## src/rtl/teller_dispatcher.sv

```systemverilog
// Dispatches waiting customers to up to three tellers using round-robin selection,
// with a per-teller service timer and early-completion pulses.
module teller_dispatcher #(
  parameter int SERVICE_CYCLES = 8
) (
  input  logic       clk,
  input  logic       reset,
  input  logic [1:0] tCount,
  input  logic [2:0] pCount,
  input  logic       emptyFlag,
  input  logic [2:0] done,
  output logic       front,
  output logic [2:0] busy,
  output logic [1:0] assign_id,
  output logic       assign_valid,
  output logic [7:0] served_count,
  output logic [1:0] dbgState
);

  localparam logic [1:0] IDLE     = 2'd0;
  localparam logic [1:0] DISPATCH = 2'd1;
  localparam logic [1:0] SETTLE   = 2'd2;

  // Handshake: front/assign_valid are a single-cycle strobe with no ready;
  // the queue manager must consume the head customer in that same cycle.

  logic [1:0] state;
  logic [1:0] lastId;
  logic [1:0] effCount;
  logic [2:0] openMask;
  logic [2:0] eligible;
  logic [1:0] startId;
  logic [1:0] pickId;
  logic       pickFound;

  assign effCount = (tCount == 2'd0) ? 2'd1 : tCount;
  assign startId  = (lastId == 2'd2) ? 2'd0 : lastId + 2'd1;

  always_comb begin
    openMask = 3'b000;
    for (int i = 0; i < 3; i++) begin
      openMask[i] = (2'(i) < effCount);
    end
  end

  // Registered busy only, so a teller freed at an edge is eligible one cycle later.
  assign eligible = openMask & ~busy;

  always_comb begin
    int c;
    pickFound = 1'b0;
    pickId    = 2'd0;
    c         = 0;
    for (int k = 0; k < 3; k++) begin
      c = int'(startId) + k;
      if (c > 2) c = c - 3;
      if (!pickFound && eligible[2'(c)]) begin
        pickFound = 1'b1;
        pickId    = 2'(c);
      end
    end
  end

  always_ff @(posedge clk or negedge reset) begin
    if (!reset) begin
      state     <= IDLE;
      assign_id <= 2'd0;
    end else begin
      case (state)
        IDLE: begin
          if (pCount != 3'd0 && !emptyFlag && pickFound) begin
            state     <= DISPATCH;
            assign_id <= pickId;
          end
        end
        DISPATCH: state <= SETTLE;
        SETTLE:   state <= IDLE;
        default:  state <= IDLE;
      endcase
    end
  end

  always_ff @(posedge clk or negedge reset) begin
    if (!reset) begin
      lastId       <= 2'd2;
      served_count <= 8'd0;
    end else if (state == DISPATCH) begin
      lastId <= assign_id;
      if (served_count != 8'hFF) served_count <= served_count + 8'd1;
    end
  end

  assign front        = (state == DISPATCH);
  assign assign_valid = (state == DISPATCH);
  assign dbgState     = state;

  for (genvar g = 0; g < 3; g++) begin : gTeller
    logic [3:0] timer;
    logic       busyBit;

    always_ff @(posedge clk or negedge reset) begin
      if (!reset) begin
        timer   <= 4'd0;
        busyBit <= 1'b0;
      end else if (state == DISPATCH && assign_id == 2'(g)) begin
        timer   <= 4'(SERVICE_CYCLES);
        busyBit <= 1'b1;
      end else if (busyBit) begin
        if (done[g]) begin
          timer   <= 4'd0;
          busyBit <= 1'b0;
        end else begin
          timer <= timer - 4'd1;
          if (timer == 4'd1) busyBit <= 1'b0;
        end
      end
    end

    assign busy[g] = busyBit;
  end

endmodule

```

## config.mk

```make
export PLATFORM = sky130hd
export DESIGN_NAME = teller_dispatcher
export DESIGN_NICKNAME = d
export VERILOG_FILES = /design/src/rtl/teller_dispatcher.sv
export SDC_FILE = /design/constraint.sdc
export NUM_CORES = 1
export LEC_CHECK = 0
export BUFFER_PORTS_ARGS = -buffer_cell sky130_fd_sc_hd__buf_2
export CAP_MARGIN = 10
export CORE_ASPECT_RATIO = 1.75
export CORE_MARGIN = 3
export CORE_UTILIZATION = 43
export DETAILED_ROUTE_END_ITERATION = 7
export PLACE_DENSITY_LB_ADDON = 0.25
export RECOVER_POWER = 25
export SETUP_SLACK_MARGIN = 0.4
export SLEW_MARGIN = 5
export SYNTH_ARGS = -nofsm -noshare
export SYNTH_HDL_FRONTEND = slang
export SYNTH_SLANG_ARGS = --single-unit
```

## constraint.sdc

```tcl
create_clock -name clk -period 2.2 [get_ports clk]
set_input_delay 0.11 -clock clk [delete_from_list [all_inputs] [get_ports clk]]
set_output_delay 0.11 -clock clk [all_outputs]
set_load 0.03 [all_outputs]
```

### Word-level counts from Yosys, hierarchy flattened

Cells that the tools add are included.

* add/subtract/negate cells: 10
* multipliers: 0
* div/mod/pow operators: 0
* magnitude comparators: 9
* equal/unequal tests: 9
* shift-type cells: 0
* multiplexer cells: 43
* bitwise gates (word level): 2
* reductions and logical operators: 19

Operator list (count)
* $mux W4: 9
* $mux W1: 21
* $mux W2: 9
* $eq A4 B1 Y1 const B: 3
* $lt A2 B4 Y1 const B: 3
* $sub A4 B1 Y4 const B: 3
* $add A8 B1 Y8 const B: 1
* $ne A8 B8 Y1 const B: 1
* $logic_and A1 B1 Y1: 7
* $bmux W1 S2: 3
* $gt A3 B2 Y1 const B: 2
* $logic_not A2 Y1: 3
* $reduce_bool A2 Y1: 3
* $sub A2 B2 Y2 const B: 3
* $eq A2 B1 Y1 const B: 2
* $eq A2 B2 Y1 const B: 2
* $lt A1 B2 Y1 const A: 2
* $pmux W2 S2: 1
* $reduce_and A2 Y1: 2
* $add A2 B1 Y3 const B: 1
* $add A2 B2 Y3 const B: 1
* $and A3 B3 Y3: 1
* $logic_not A1 Y1: 3
* $not A3 Y3: 1
* 5 further kinds: 5

* flip-flop bits (word level): 29
* latch bits: 0
* RAM bits: 0
* memory bits (read-only): 0
* input bits: 11
* logic and storage cells: 102
* memories: 0

### Depth between registers and ports, before layout

Gate-level depths: netlist of the first run.

* depth in word-level cells: 17
* depth in mapped cells: 6

### Least setup slack after synthesis of the first run

No wires, ideal clock.

* kind: register to register
* start: reg served_count[0]
* end: reg served_count[1]
* setup time: 0.125 ns
* arrival time: 1.639 ns
* data required time: 2.075 ns
* slack: 0.437 ns
* cell stages (with the launch flop): 6
* period minus slack after synthesis: 1.763 ns
* cells stage by stage: dfrtp_1 -> ha_1 -> nand4_1 -> or2_1 -> nand2_1 -> mux2_2

* cells in the longest elaborated chain, start to end: 2

RTL lines
* from (decl): RTL line 16 `output logic [7:0] served_count,`
* from (signal assigned): RTL line 89 `if (served_count != 8'hFF) served_count <= served_count + 8'd1;`
* parallel branches: the longest is 2 deep, another holds $add A8 B1 Y8

Several ways; the timed one is not identified.
A chain may end at the register's enable or synchronous reset.

### Worst setup path in the final report of the first run

Ends and elaborated chain as after synthesis.

==> flow_summary.json, run 1 <==
{
  "cap_violations": 0,
  "synth_top_cell_by_area": "dfrtp_1",
  "avgSynthCellArea_sq_um": 9.78,
  "diodes": 0,
  "fillers": 363,
  "die_area_sq_um": 4400,
  "cts_buffers": 5,
  "synth_common_cells": "28 x dfrtp_1, 14 x inv_1, 12 x nor2_1",
  "cp_max_fo": 5,
  "clock_sink_count": 29,
  "ys_ff_latch": 29,
  "ir_worst_vdd_mv": 0.720,
  "skew_ns": 0.00414,
  "ys_async_sr_fraction": 1.00,
  "first_global_vias": 1264,
  "post-route-util": 0.521,
  "period_share": 0.761,
  "crit_slowest_cell": "dfrtp_1",
  "worstHoldPathType": "in2reg",
  "gp_congestion": 0.859,
  "fp-row-count": 28,
  "worst_path_largest_cell_delay_ns": 0.40,
  "cts_tree": "yes",
  "routed_wl_mm": 3.23,
  "drtPass1Iterations": 4,
  "die_w_microns": 51.5,
  "drv_slew": 0,
  "layout-drive-gt1-share": 0.229,
  "vias_per_cell": 5.29,
  "ios": 28,
  "syn2layout_area_growth_pct": 15.0,
  "rsz0062_at_grt": "no",
  "nets": 206,
  "period_minus_slack_ns": 1.67,
  "yosys-top-cells-area": "dfrtp_1 45%, ha_1 5.6%, mux2i_1 3.9%, inv_1 3.4%, a21oi_1 3.2%",
  "synth_top_area_frac": 0.451,
  "grt-ovfl-total": 0,
  "synth-compound-area-share": 0.113,
  "synth.distinct_cells": 39,
  "dpl-instance-area_sq_um": 1700,
  "fmax_mhz": 597,
  "clock_latency_ns": 0.28,
  "fin_tns_setup_ns": 0,
  "synthMuxAreaShare": 0.0772,
  "seq_area_frac_synth": 0.467,
  "power.switching_w": 0.00105,
  "cp_cell_sequence": "ha_1 > nand4_1 > or2_1 > nand2_1 > mux2_2",
  "antenna_found_initial": 0,
  "io_buffers": 27,
  "postCtsResizedCells": 0,
  "ant_nets": 0,
  "setup_viol": 0,
  "synthXorXnorAreaFrac": 0.0113,
  "die_height_microns": 85.6,
  "path_clk_slew_ns": 0.06,
  "netlist_area_sq_um": 1560,
  "grt_pass1_wl_mm": 5.60,
  "hold_viol_final": 0,
  "cts_root_buf": "clkbuf_8",
  "critical_path_arrival_ns": 1.84,
  "place_hpwl_mm": 2.46,
  "post_cts_buffers": 0,
  "htreeDepth": 2,
  "dp.cells": 225,
  "cp-start-kind": "flip-flop",
  "netlist_instances": 159,
  "final_area_sq_um": 1790,
  "synth_nets": 177,
  "worst_slew_pin_slew_ns": 0.625,
  "p_per_area_nw_per_um2": 1370,
  "track_usage": 0.168,
  "intPower_w": 0.00140,
  "endpoint_kind": "flip-flop",
  "yosysWarningCount": 0,
  "holdBufCountCts": 1,
  "instances_no_fill": 233,
  "p_leak_nw": 0.855,
  "initial_core_util": 0.453,
  "synth_fa_ha_area_frac": 0.0563,
  "slew_headroom": 0.583,
  "pwr-share-seq": 0.395,
  "drt_iter0_markers": 19,
  "num_vias": 1232,
  "grt_max_degree": 30,
  "swShare": 0.428,
  "worstSetupPathType": "reg2reg",
  "outcome": "complete, no violations",
  "wl_per_cell_microns": 13.8,
  "clkPwrFrac": 0.176,
  "power_frac_comb": 0.430,
  "cp_data_required_time_ns": 2.36,
  "drc": 0,
  "core_sq_um": 3430,
  "synth_top_family_by_area": "simple AND/OR/NAND/NOR gates",
  "synthSimpleGateAreaFrac": 0.208,
  "synth_edf_count": 0,
  "clk_path_buf_depth": 2,
  "synthFlopType": "dfrtp_1",
  "synth.most_common_cell": "dfrtp_1"
}
[final cells by class]
class / instances / area (sq um) / area share
Multi-Input combinational cell: 109 / 718 / 0.401
Tap cell: 45 / 56.3 / 0.0315
Clock buffer: 7 / 86.3 / 0.0483
Inverter: 15 / 56.3 / 0.0315
Sequential cell: 29 / 727 / 0.406
Timing Repair Buffer: 28 / 145 / 0.0811
[through the flow]
stage               setup slack, ns  total power [W]  hold WS, ns
floorplan                     0.437          0.00177       -0.186
global placement              0.611          0.00197        0.165
detailed placement            0.519          0.00204        0.171
CTS                           0.528          0.00248       0.0520
global route                  0.452          0.00265       0.0796
finish                        0.526          0.00244       0.0667
[final timing paths]
path | slack (ns) | to | from | depth (start not counted)
hold / removal | 0.07 | gTeller[1].timer[3] | done[1] | 2
hold reg to reg | 0.50 | lastId[1] | lastId[1] | 2
min in group asynchronous | 0.39 | gTeller[2].busyBit | reset | 2
setup / recovery | 0.53 | served_count[1] | served_count[0] | 5
setup reg to reg | 0.53 | served_count[1] | served_count[0] | 5
max in group asynchronous | 1.40 | gTeller[1].timer[2] | reset | 2
[worst max-delay path, delay by kind of cell, from the launching register on]
family,cells,cell delay [ns]
adders and majority gates,1,0.25
DFF,1,0.40
muxes,1,0.34
and+or+nand+nor,3,0.58
[sequential cells by signal, summed over array words and instances (netlist names)]
| signal | count |
|---|---|
| lastId | 2 |
| gTeller.timer | 12 |
| served_count | 8 |
| gTeller.busyBit | 3 |
| assign_id | 2 |
| dbgState | 2 |
[cell usage in the layout (no fill, tap or decap), types with 2 or more instances in the layout]
master	instances
dfrtp_1	28
buf_2	27
inv_1	14
nor2_1	12
nand2_1	11
a21oi_1	10
o21ai_0	8
nor3_1	8
nand3_1	7
ha_1	7
mux2i_1	6
clkbuf_8	6
nand2b_1	5
mux2_2	4
and2_1	3
nand4_1	3
and3_1	2
nor2b_1	2
nand3b_1	2
o32ai_1	2
o21a_1	2
xnor2_1	2
[layer usage]
| layer | wire (microns) | track usage | up-vias |
|---|---|---|---|
| met3 | 180 | 0.0417 | 7 |
| met1 | 1240 | 0.187 | 578 |
| met5 | 0 | 0 | - |
| li1 | - | - | 608 |
| met2 | 1730 | 0.290 | 39 |
| met4 | 73 | 0.0835 | 0 |
[power groups by stage]
stage	sequential (W)	clock [W]	combinational, W
after floorplan	0.00107	0	0.000702
after global placement	0.000959	0	0.00101
after detailed placement	0.000973	0	0.00106
after CTS	0.000965	0.000449	0.00107
after global routing	0.00101	0.000469	0.00117
final	0.000965	0.000429	0.00105
[cell families after synthesis]
family	count (synthesis)
mux	11
fa+ha+maj	7
simple gates	60
compound gates	29
buf+inv	21
xor+xnor	2
flops	29
(Power assumes the default switching activity.)
==> run 2, diff against run 1 <==
clock period = 1.7 ns   (was 2.2 ns; I/O delays follow)
==> run 2 against run 1 <==
  * Global-route usage rose by 1.7 points
  * Critical path depth did not move
  * Non-clock buffer count rose by 13
  * Register-to-register slack got worse by 0.19 ns
  * First-iteration DRC count rose to 2.5 times the previous value
  * Sequential share of layout area fell by 4.3 points
  * Highest routed layer unchanged
  * Largest cell class is now multi-input gates
  * Clock power rose by 34%
  * Core utilization rose by 7.1 points
==> flow_summary.json, run 2 (synthesis results as in run 1) <==
{
  "outcome": "complete, no violations",
  "antenna_found_initial": 0,
  "path_buf_inv": 0,
  "rsz0062_at_grt": "yes",
  "drc": 0,
  "grt-ovfl-total": 0,
  "die_area_sq_um": 4400,
  "hp-start": "done[1]",
  "setup_viol": 0,
  "cap_violations": 0,
  "cp_max_fo": 3,
  "slew_headroom": 0.538,
  "routed.top_layer": "met4",
  "initial_core_util": 0.453,
  "grt_pass1_wl_mm": 6.17,
  "num_vias": 1338,
  "cts_root_buf": "clkbuf_8",
  "final_area_sq_um": 2030,
  "period_share": 0.801,
  "regArea_sq_um": 738,
  "diodes": 0,
  "wl_per_cell_microns": 14.7,
  "whs_ns": 0.0450,
  "gp_congestion": 0.868,
  "drtPass1Iterations": 4,
  "path_clk_slew_ns": 0.06,
  "final_common_cell": "buf_2",
  "htreeDepth": 2,
  "instances_no_fill": 247,
  "r2r-start": "served_count[0]",
  "clk_path_buf_depth": 2,
  "cts_tree": "yes",
  "track_usage": 0.185,
  "grt_max_degree": 30,
  "crit_slowest_cell": "dfrtp_2",
  "vias_per_cell": 5.42,
  "drv_slew": 0,
  "syn2layout_area_growth_pct": 30.7,
  "final_cell_mix": "24 x buf_2, 19 x dfrtp_1, 14 x buf_4",
  "endpoint_kind": "flip-flop",
  "largest_registers": "gTeller.timer: 12 flops, served_count: 8 flops, gTeller.busyBit: 3 flops",
  "cp-start-kind": "flip-flop",
  "die_height_microns": 85.6,
  "io_buffers": 27,
  "worstHoldPathType": "in2reg",
  "nets": 219,
  "layout-drive-gt1-share": 0.406,
  "clock_latency_ns": 0.28,
  "ios": 28,
  "post-route-util": 0.592,
  "place_hpwl_mm": 2.52,
  "multi_input_area_sq_um": 830,
  "regMostFlops": "gTeller.timer",
  "p_leak_nw": 0.933,
  "worst_path_largest_cell_delay_ns": 0.38,
  "hold_viol_final": 0,
  "die_w_microns": 51.5,
  "largest_reg_flops": 12,
  "dpl-instance-area_sq_um": 1760,
  "p_per_area_nw_per_um2": 1770,
  "ant_nets": 0,
  "fp-row-count": 28,
  "worstSetupPathType": "reg2reg",
  "wl_met1_mm": 1.45,
  "skew_ns": 0.00649,
  "clock_sink_count": 29,
  "cp_cell_sequence": "ha_4 > nand4_1 > or2_1 > nand2_2 > mux2_4",
  "drt_iter0_markers": 48,
  "critical_path_arrival_ns": 1.52,
  "fillers": 303,
  "fmax_mhz": 734,
  "cp_data_required_time_ns": 1.86,
  "worst_slew_pin_slew_ns": 0.692,
  "ir_worst_vdd_mv": 1.42,
  "dr_wl_met2_mm": 1.93,
  "routed_wl_mm": 3.63,
  "dp.cells": 226,
  "cts_buffers": 5,
  "fin_tns_setup_ns": 0,
  "first_global_vias": 1394,
  "core_sq_um": 3430,
  "startpoint": "served_count[0]",
  "period_minus_slack_ns": 1.36,
  "wl_met3_microns": 195,
  "crit_family": "simple AND/OR/NAND/NOR gates"
}
## run 2: stage by stage
step	total power, W	setup slack, ns
2_1_floorplan	0.00239	0.171
3_3_place_gp	0.00265	0.257
3_5_place_dp	0.00274	0.226
4_1_cts	0.00343	0.305
5_1_grt	0.00386	0.284
6_report	0.00360	0.338
## run 2: worst paths after layout
kind | to | slack (ns) | cells past startpoint
max | served_count[1] | 0.34 | 5
min | gTeller[1].timer[3] | 0.05 | 2
max reg2reg | served_count[1] | 0.34 | 5
min reg2reg | lastId[0] | 0.50 | 2
max in group asynchronous | dbgState[1] | 0.83 | 2
min in group asynchronous | gTeller[0].timer[2] | 0.38 | 2
## run 2: worst reg2reg max path, stage by stage, from the launching register on
cell and delay [ns]:
dfrtp_2 0.38, ha_4 0.14, nand4_1 0.08, or2_1 0.26, nand2_2 0.09, mux2_4 0.30
## run 2: where the power goes
part           leakage, nW  internal (W)  switching, W
Combinational        0.537      0.000759      0.000944
Clock               0.0455      0.000329      0.000247
Sequential           0.350      0.000980      0.000344
## run 2: final cells by class
| class | count | area share |
|---|---|---|
| Sequential cell | 29 | 0.363 |
| Multi-Input combinational cell | 109 | 0.408 |
| Tap cell | 45 | 0.0277 |
| Timing Repair Buffer | 41 | 0.124 |
| Inverter | 15 | 0.0332 |
| Clock buffer | 8 | 0.0443 |
## run 2: layer usage
| layer | up-vias | global-route usage |
|---|---|---|
| met5 | - | 0 |
| met4 | 0 | 0.0907 |
| met3 | 7 | 0.0435 |
| met2 | 44 | 0.324 |
| met1 | 653 | 0.204 |
| li1 | 634 | - |
## run 2: what timing repair did
action | 4_1_cts | 5_1_grt
setup endpoints to repair | 8 | 19
hold buffers | 1 | 0
gates resized for setup | 5 | 20
pin swaps | 7 | 4
gates cloned | 0 | 0
buffers inserted | 8 | 4
hold endpoints to repair | 28 | 0
